$ cat src/rtl/serial_tx.sv
// serial_tx: 9-bit serial transmitter.
// Frame = start bit (0), 9 data bits LSB first, stop bit (1); each bit lasts
// clk_divisor clocks (0 means 256). Words are queued through a write strobe.
// Optional feature macro: SERIAL_TX_FIFO_EN. When defined, the word buffer is a
// circular FIFO of 2**FIFO_AW entries. Otherwise it is a single holding
// register and FIFO_AW is unused.
module serial_tx #(
  parameter int FIFO_AW = 2
) (
  input  logic       clk,
  input  logic       rst,
  input  logic [7:0] clk_divisor,
  input  logic [8:0] data,
  input  logic       send,
  output logic       ready,
  output logic       tx,
  output logic       idle,
  output logic       overflow
);

  localparam logic [0:0] ST_IDLE = 1'b0;
  localparam logic [0:0] ST_DATA = 1'b1;

  logic [0:0]  state;
  logic [10:0] shift_reg;
  logic [3:0]  bit_cnt;
  logic [7:0]  div_reg;
  logic [7:0]  div_cnt;

  logic        buf_full;
  logic        buf_empty;
  logic [8:0]  buf_head;
  logic        push;
  logic        pop;
  logic        bit_end;
  logic        frame_end;

  // A word is accepted only if there is room; otherwise it is dropped.
  assign push      = send && !buf_full;
  // Down-counter terminal count is 1, so a loaded value of D gives D clocks
  // per bit and a loaded 0 wraps through 255 for 256 clocks.
  assign bit_end   = (state == ST_DATA) && (div_cnt == 8'd1);
  assign frame_end = bit_end && (bit_cnt == 4'd0);
  // A frame is loaded from the buffer when idle or right as a stop bit ends,
  // which makes back-to-back frames contiguous.
  assign pop       = !buf_empty && ((state == ST_IDLE) || frame_end);

`ifdef SERIAL_TX_FIFO_EN
  localparam int DEPTH = 1 << FIFO_AW;

  logic [8:0]         mem [DEPTH];
  logic [FIFO_AW-1:0] wr_ptr;
  logic [FIFO_AW-1:0] rd_ptr;
  logic [FIFO_AW:0]   count;

  // Depth is a power of two, so count == DEPTH is exactly the MSB being set.
  assign buf_full  = count[FIFO_AW];
  assign buf_empty = (count == '0);
  assign buf_head  = mem[rd_ptr];

  // Store accepted words at the write pointer.
  // NOTE: the storage array has no reset; pointers and count define which
  // entries are valid, so stale contents are never observed.
  always_ff @(posedge clk) begin
    if (push) mem[wr_ptr] <= data;
  end

  // Pointer and occupancy bookkeeping; pointers wrap naturally modulo depth.
  always_ff @(posedge clk or posedge rst) begin
    if (rst) begin
      wr_ptr <= '0;
      rd_ptr <= '0;
      count  <= '0;
    end else begin
      if (push) wr_ptr <= wr_ptr + 1'b1;
      if (pop)  rd_ptr <= rd_ptr + 1'b1;
      case ({push, pop})
        2'b10:   count <= count + 1'b1;
        2'b01:   count <= count - 1'b1;
        default: count <= count;
      endcase
    end
  end
`else
  logic [8:0] hold;
  logic       hold_valid;

  assign buf_full  = hold_valid;
  assign buf_empty = !hold_valid;
  assign buf_head  = hold;

  // Single holding register; push needs it empty and pop needs it full, so
  // the two never coincide.
  always_ff @(posedge clk or posedge rst) begin
    if (rst) begin
      hold       <= '0;
      hold_valid <= 1'b0;
    end else if (push) begin
      hold       <= data;
      hold_valid <= 1'b1;
    end else if (pop) begin
      hold_valid <= 1'b0;
    end
  end
`endif

  // Frame sequencer: load, bit timing and shifting of the outgoing frame.
  // NOTE: all state here uses non-blocking assignments so every register
  // samples the pre-edge values of the others.
  always_ff @(posedge clk or posedge rst) begin
    if (rst) begin
      state     <= ST_IDLE;
      shift_reg <= '1;
      bit_cnt   <= '0;
      div_reg   <= '0;
      div_cnt   <= '0;
    end else if (pop) begin
      shift_reg <= {1'b1, buf_head, 1'b0};
      div_reg   <= clk_divisor;
      div_cnt   <= clk_divisor;
      bit_cnt   <= 4'd10;
      state     <= ST_DATA;
    end else if (state == ST_DATA) begin
      if (bit_end) begin
        if (bit_cnt == 4'd0) begin
          state     <= ST_IDLE;
          shift_reg <= '1;
        end else begin
          shift_reg <= {1'b1, shift_reg[10:1]};
          bit_cnt   <= bit_cnt - 1'b1;
          div_cnt   <= div_reg;
        end
      end else begin
        div_cnt <= div_cnt - 1'b1;
      end
    end
  end

  // Sticky flag for a strobe that arrived while the buffer was full.
  always_ff @(posedge clk or posedge rst) begin
    if (rst)                  overflow <= 1'b0;
    else if (send && buf_full) overflow <= 1'b1;
  end

  // The shift register idles at all ones, so its LSB is the registered line.
  assign tx    = shift_reg[0];
  assign ready = !buf_full;
  assign idle  = (state == ST_IDLE) && buf_empty;

endmodule

$ cat config.mk
export PLATFORM = sky130hd
export DESIGN_NAME = serial_tx
export DESIGN_NICKNAME = d
export VERILOG_FILES = /design/src/rtl/serial_tx.sv
export SDC_FILE = /design/constraint.sdc
export NUM_CORES = 1
export LEC_CHECK = 0
export CORE_MARGIN = 2
export CORE_UTILIZATION = 30
export CTS_CLUSTER_DIAMETER = 200
export DETAILED_ROUTE_END_ITERATION = 8
export SLEW_MARGIN = 5
export SYNTH_ARGS = -nofsm -noshare
export SYNTH_HDL_FRONTEND = slang
export SYNTH_SLANG_ARGS = --single-unit
export TNS_END_PERCENT = 100
$ cat constraint.sdc
create_clock -name clk -period 3.6 [get_ports clk]
set_clock_uncertainty 0.05 [all_clocks]
set_input_delay 0.36 -clock clk [delete_from_list [all_inputs] [get_ports clk]]
set_output_delay 0.36 -clock clk [all_outputs]
set_load 0.01 [all_outputs]
==> flow_metrics.tcl, run 1 <==
set metrics [dict create \
    outcome "finished clean" \
    yosysUniqueCellTypes 49 \
    cts_hold_buf 0 \
    die_w_um 87.5 \
    power_switching_uw 582 \
    placedCellCount 275 \
    finalMaxSlewViolations 0 \
    critPathKind "register to register" \
    syn_avg_cell_area_sq_um 11.7 \
    final_cell_mix "dfrtp_1 (32), clkdlybuf4s50_1 (23), nand2_1 (12), mux2_2 (10), dfstp_2 (10)" \
    area_growth_pct 19.9 \
    dr.pass1.iters 4 \
    num_rows 30 \
    crit_slowest_cell "or4bb_1" \
    grt_pass1_vias 1461 \
    post_cts_resized 0 \
    synth_edf_count 0 \
    syn_area_sq_mm 0.00209 \
    cap_violations 0 \
    cts.sinks 42 \
    finalSetupViolations 0 \
    cp.required_ns 3.73 \
    wl_per_cell_um 15.0 \
    critPathTopFamily "simple AND/OR/NAND/NOR gates" \
    grt_pass1_wl_um 7270 \
    cts_buffer_depth 2 \
    max_slew.worst_pin.slew_ns 0.893 \
    finalNonFillerCells 283 \
    htree_num_levels 2 \
    top_level_ports 24 \
    chipHeight_um 87.5 \
    dp_hpwl_um 2900 \
    vdd_drop_max_mv 0.242 \
    antenna_found_initial 0 \
    vias 1464 \
    critPathMaxStageDelay_ns 0.69 \
    dieArea_sq_mm 0.00766 \
    crit_chain "or4bb_1 -> o31ai_4 -> nand2_4 -> mux2_1" \
    finalSetupTns_ns 0 \
    p_int_mw 1.22 \
    rsz0062_at_grt "false" \
    place.gp.congestion 0.827 \
    cts_tree "yes" \
    final_hold_viol_count 0 \
    ys_warn_count 0 \
    overflow 0 \
    finalPower_mw 1.80 \
    synthArstFlopShare 1.00 \
    fill_cells 669 \
    endpoint_kind "register" \
    clk-insertion-delay-late_ns 0.30 \
    syn_inst 179 \
    synth.ff_latch_count 42 \
    clock_power_share 0.206 \
    drive_gt1_frac 0.197 \
    diodes 0 \
    postCtsSetupBuffers 0 \
    maxSlewHeadroom 0.404 \
    crit_path_start_kind "register" \
    crit_arrival_ns 2.67 \
    clk_pin_slew_worst_paths_ns 0.07 \
    initial_core_util 0.310 \
    cts_root_buf "clkbuf_8" \
    combPwrFrac 0.319 \
    final-seq-area_sq_mm 0.00106 \
    vias_per_cell 5.17 \
    sw_frac_of_total 0.324 \
    critPathMaxFanout 13 \
    cts_made_buffers 5 \
    layout_commonest_cell "dfrtp_1" \
    fin_crit_sh 0.706 \
    crit_buf_inv 0 \
    synth_fp_nets 203 \
    p_per_area_mw_per_mm2 717 \
    p_leak_nw 1.03 \
    grt_max_degree 43 \
    fmax_mhz 394 \
    nets 226 \
    grt.total_usage 0.123 \
    min_path_type "register to register" \
    ant_nets 0 \
    drcViolationCount 0 \
    p_seq_frac 0.475 \
    io_buffer_count 23 \
    multiInputGateArea_sq_um 957 \
    largest_reg_flops 10 \
    layout_min_cycle_time_ns 2.54 \
    core_area_sq_mm 0.00676 \
    yosysSeqAreaShare 0.508 \
    drt_iter0_markers 119 \
    synth_top_flop_cell "dfrtp_1" \
    routed_wl_um 4260 \
]
==> routing by layer <==
| layer | GRT usage | vias to the layer above | routed length [um] |
|---|---|---|---|
| met5 | 0 | - | 0 |
| met4 | 0.0462 | 0 | 67 |
| met3 | 0.0377 | 6 | 164 |
| met2 | 0.185 | 22 | 1940 |
| met1 | 0.168 | 717 | 2090 |
| li1 | - | 719 | - |
==> per-stage QoR <==
| stage | setup slack (ns) | util | hold slack [ns] | cell area, sq um |
|---|---|---|---|---|
| 6_report | 1.06 | 0.371 | 0.405 | 2510 |
| 3_3_place_gp | 1.12 | 0.355 | 0.389 | 2400 |
| 5_1_grt | 0.892 | 0.371 | 0.437 | 2510 |
| 3_5_place_dp | 1.09 | 0.355 | 0.395 | 2400 |
| 2_1_floorplan | 1.26 | - | 0.395 | 2090 |
| 4_1_cts | 1.06 | 0.371 | 0.413 | 2510 |
==> final timing paths <==
check	end	cells after the start	start	slack [ns]
min in group asynchronous	buf_head[3]	3	rst	0.45
worst min-delay path	overflow	1	overflow	0.41
max in group asynchronous	bit_cnt[2]	3	rst	2.65
worst max register to register	div_reg[5]	4	state	1.06
worst min register to register	overflow	1	overflow	0.41
worst max-delay path	div_reg[5]	4	state	1.06
==> synth_stat cells (5+ instances only) <==
| cell | number | area (sq um) |
|---|---|---|
| a22oi_1 | 5 | 37.5 |
| clkbuf_1 | 7 | 26.3 |
| dfrtp_1 | 32 | 801 |
| dfstp_2 | 10 | 263 |
| inv_1 | 7 | 26.3 |
| mux2_2 | 10 | 113 |
| mux2_4 | 5 | 75.1 |
| mux2i_1 | 7 | 70.1 |
| nand2_1 | 12 | 45.0 |
| o21ai_0 | 8 | 40.0 |
| o21ai_1 | 6 | 30.0 |
| o32ai_1 | 8 | 70.1 |
==> cells by family after synthesis <==
logic type	share of synthesized area
AOI/OAI and AO/OA	0.176
DFF	0.508
and+or+nand+nor	0.102
muxes	0.139
buffers and inverters	0.0347
xor gates and xnor gates	0.0167
adders and majority gates	0.0239
==> layout make-up <==
class / instances / area share
clock buffers: 6 / 0.0289
clock inverters: 2 / 0.0150
inverters: 7 / 0.0105
multi-input cells: 120 / 0.381
flip-flops and latches: 42 / 0.424
well taps: 80 / 0.0399
repair buffers: 26 / 0.101
==> worst register-to-register path, cell delays in order, from the launching register on <==
cell and delay [ns]:
dfrtp_1 0.62, or4bb_1 0.69, o31ai_4 0.48, nand2_4 0.23
mux2_1 0.36
==> power groups by stage <==
stage          combinational (mW)  sequential, mW  clock [mW]
5_1_grt                     0.649           0.884       0.405
2_1_floorplan               0.459           0.816           0
6_report                    0.574           0.855       0.371
4_1_cts                     0.580           0.857       0.385
3_5_place_dp                0.576           0.864           0
3_3_place_gp                0.571           0.860           0
(Power assumes the default switching activity.)
==> run 2: changes to the inputs <==
==> constraint.sdc (replaced) <==
create_clock -name clk -period 2.05 [get_ports clk]
set_clock_uncertainty 0.05 [all_clocks]
set_input_delay 0.205 -clock clk [delete_from_list [all_inputs] [get_ports clk]]
set_output_delay 0.205 -clock clk [all_outputs]
set_load 0.01 [all_outputs]
==> run 2 against run 1 <==
Net effect: the flow now finishes with violations (negative setup slack); first-iteration DRC count shrank 52%; setup slack worse by 1.1 ns; sequential cell count unchanged; wire length up 6.3%; fmax up 19%; global-route usage grew 0.37 points; critical endpoint unchanged; register-to-register slack worse by 1.1 ns; critical path type unchanged; via count is 5.5% higher; highest routed layer unchanged; hold slack lost 0.13 ns; critical path depth up 2; clock power rose by 81%.
==> flow_metrics.tcl, run 2 (synthesis gave the netlist of run 1 again) <==
set metrics [dict create \
    outcome "complete, but fails checks" \
    violations "negative setup slack" \
    cts_made_buffers 5 \
    finalNonFillerCells 304 \
    nets 247 \
    critPathKind "register to register" \
    crit_chain "inv_2 -> ha_4 -> or4bb_4 -> o31ai_4 -> nand2_4 -> mux2_4" \
    cp.required_ns 2.19 \
    endpoint_kind "register" \
    r2r-end "div_reg[5]" \
    crit_path_start_kind "register" \
    grt.total_usage 0.127 \
    cts_root_buf "clkbuf_8" \
    dp_hpwl_um 3140 \
    critPathMaxFanout 5 \
    cap_violations 0 \
    cts_buffer_depth 2 \
    rr_startpoint "div_cnt[1]" \
    grt_pass1_vias 1554 \
    drcViolationCount 0 \
    critPathTopFamily "simple AND/OR/NAND/NOR gates" \
    final_cell_mix "dfrtp_1 (32), clkdlybuf4s50_1 (23), buf_4 (22), nand2_1 (12)" \
    clk-insertion-delay-late_ns 0.30 \
    grt_pass1_wl_um 7560 \
    die_w_um 87.5 \
    num_rows 30 \
    worst_slack_ns -0.0844 \
    fin_crit_sh 1.04 \
    grt_max_degree 43 \
    io_buffer_count 23 \
    top_level_ports 24 \
    layout_min_cycle_time_ns 2.13 \
    dr.pass1.iters 4 \
    finalMaxSlewViolations 0 \
    wl_per_cell_um 14.9 \
    place_ws_ns -0.0847 \
    clk_pin_slew_worst_paths_ns 0.08 \
    vias 1544 \
    max_slew.worst_pin.slew_ns 0.621 \
    crit_slowest_cell "or4bb_4" \
    diodes 0 \
    place.gp.congestion 0.801 \
    finalPower_mw 3.44 \
    core_area_sq_mm 0.00676 \
    cts_tree "yes" \
    p_leak_nw 1.16 \
    maxSlewHeadroom 0.583 \
    fmax_mhz 469 \
    vias_per_cell 5.08 \
    crit_buf_inv 1 \
    postCtsSetupBuffers 0 \
    overflow 0 \
    cts_hold_buf 0 \
    antenna_found_initial 0 \
    drive_gt1_frac 0.335 \
    finalSetupViolations 11 \
    placedCellCount 295 \
    largest_reg_flops 10 \
    drt_iter0_markers 57 \
    ant_nets 0 \
    chipHeight_um 87.5 \
    min_path_type "input port to asynchronous set/reset pin" \
    cts.sinks 42 \
    r2r_slack_ns -0.08 \
    area_growth_pct 30.8 \
    final_hold_viol_count 0 \
    vdd_drop_max_mv 0.477 \
    rsz0062_at_grt "true" \
    ff2ff_path_depth 6 \
    dieArea_sq_mm 0.00766 \
    initial_core_util 0.310 \
    layout_commonest_cell "dfrtp_1" \
    p_per_area_mw_per_mm2 1260 \
    critPathMaxStageDelay_ns 0.50 \
    routed_wl_um 4530 \
    htree_num_levels 2 \
    crit_arrival_ns 2.27 \
]
## run 2: changes by cell type in the layout (fill, tap and decap cells not counted), moves of 2 or more
| cell | previous run | this run |
|---|---|---|
| buf_4 | 3 | 22 |
| inv_1 | 7 | 4 |
| inv_2 | 0 | 3 |
| mux2_1 | 3 | 0 |
| mux2_4 | 5 | 8 |
| ha_1 | 4 | 2 |
| ha_4 | 0 | 2 |
## run 2: timing repair
item                                    CTS  global route
cloned                                    1             0
endpoints found under the setup margin   24            27
gates resized for setup                   3             9
pin swaps                                 2             5
## run 2: area by class of cell
type | instances | area (sq um)
flip-flops and latches | 42 | 1060
clock inverters | 3 | 43.8
well taps | 80 | 100
inverters | 7 | 26.3
multi-input cells | 121 | 1030
repair buffers | 46 | 407
clock buffers | 5 | 68.8
fillers | 655 | 4020
## run 2: through the flow
step / instance area [sq um] / hold slack (ns) / utilization / TNS [ns]
2_1_floorplan: 2140 / 0.276 / - / -1.63
3_3_place_gp: 2570 / 0.396 / 0.381 / -0.305
3_5_place_dp: 2570 / 0.397 / 0.381 / -1.28
4_1_cts: 2700 / 0.306 / 0.400 / -0.194
5_1_grt: 2740 / 0.333 / 0.405 / -1.73
6_report: 2740 / 0.280 / 0.405 / -0.614
## run 2: worst max-delay path by stage
stage                               to  slack, ns  depth (start not counted)  startpoint
final                       div_reg[5]      -0.08                          6  div_cnt[1]
after global routing        div_reg[5]      -0.15                          6  div_cnt[1]
after CTS                   div_reg[7]      -0.04                          6  div_cnt[1]
after detailed placement  shift_reg[0]      -0.08                          7  div_cnt[1]
after global placement    shift_reg[2]      -0.04                          6  div_cnt[1]
after floorplan             div_reg[0]      -0.23                          8  div_cnt[1]
## run 2: where the power goes
group / switching [mW] / internal (mW) / total, mW
Clock: 0.306 / 0.365 / 0.671
Sequential: 0.210 / 1.23 / 1.44
Combinational: 0.603 / 0.731 / 1.33
## run 2: layer usage
metal / part of all wire / up-vias / routed length (um) / GRT usage
li1: - / 759 / - / -
met1: 0.50 / 758 / 2240 / 0.179
met2: 0.46 / 21 / 2080 / 0.194
met3: 0.030 / 6 / 134 / 0.0273
met4: 0.015 / 0 / 68 / 0.0420
met5: 0 / - / 0 / 0
## run 2: tightest hold or removal path, cell delays in order
cell and delay (ns):
clkdlybuf4s50_1 0.40, inv_1 0.05, buf_4 0.44
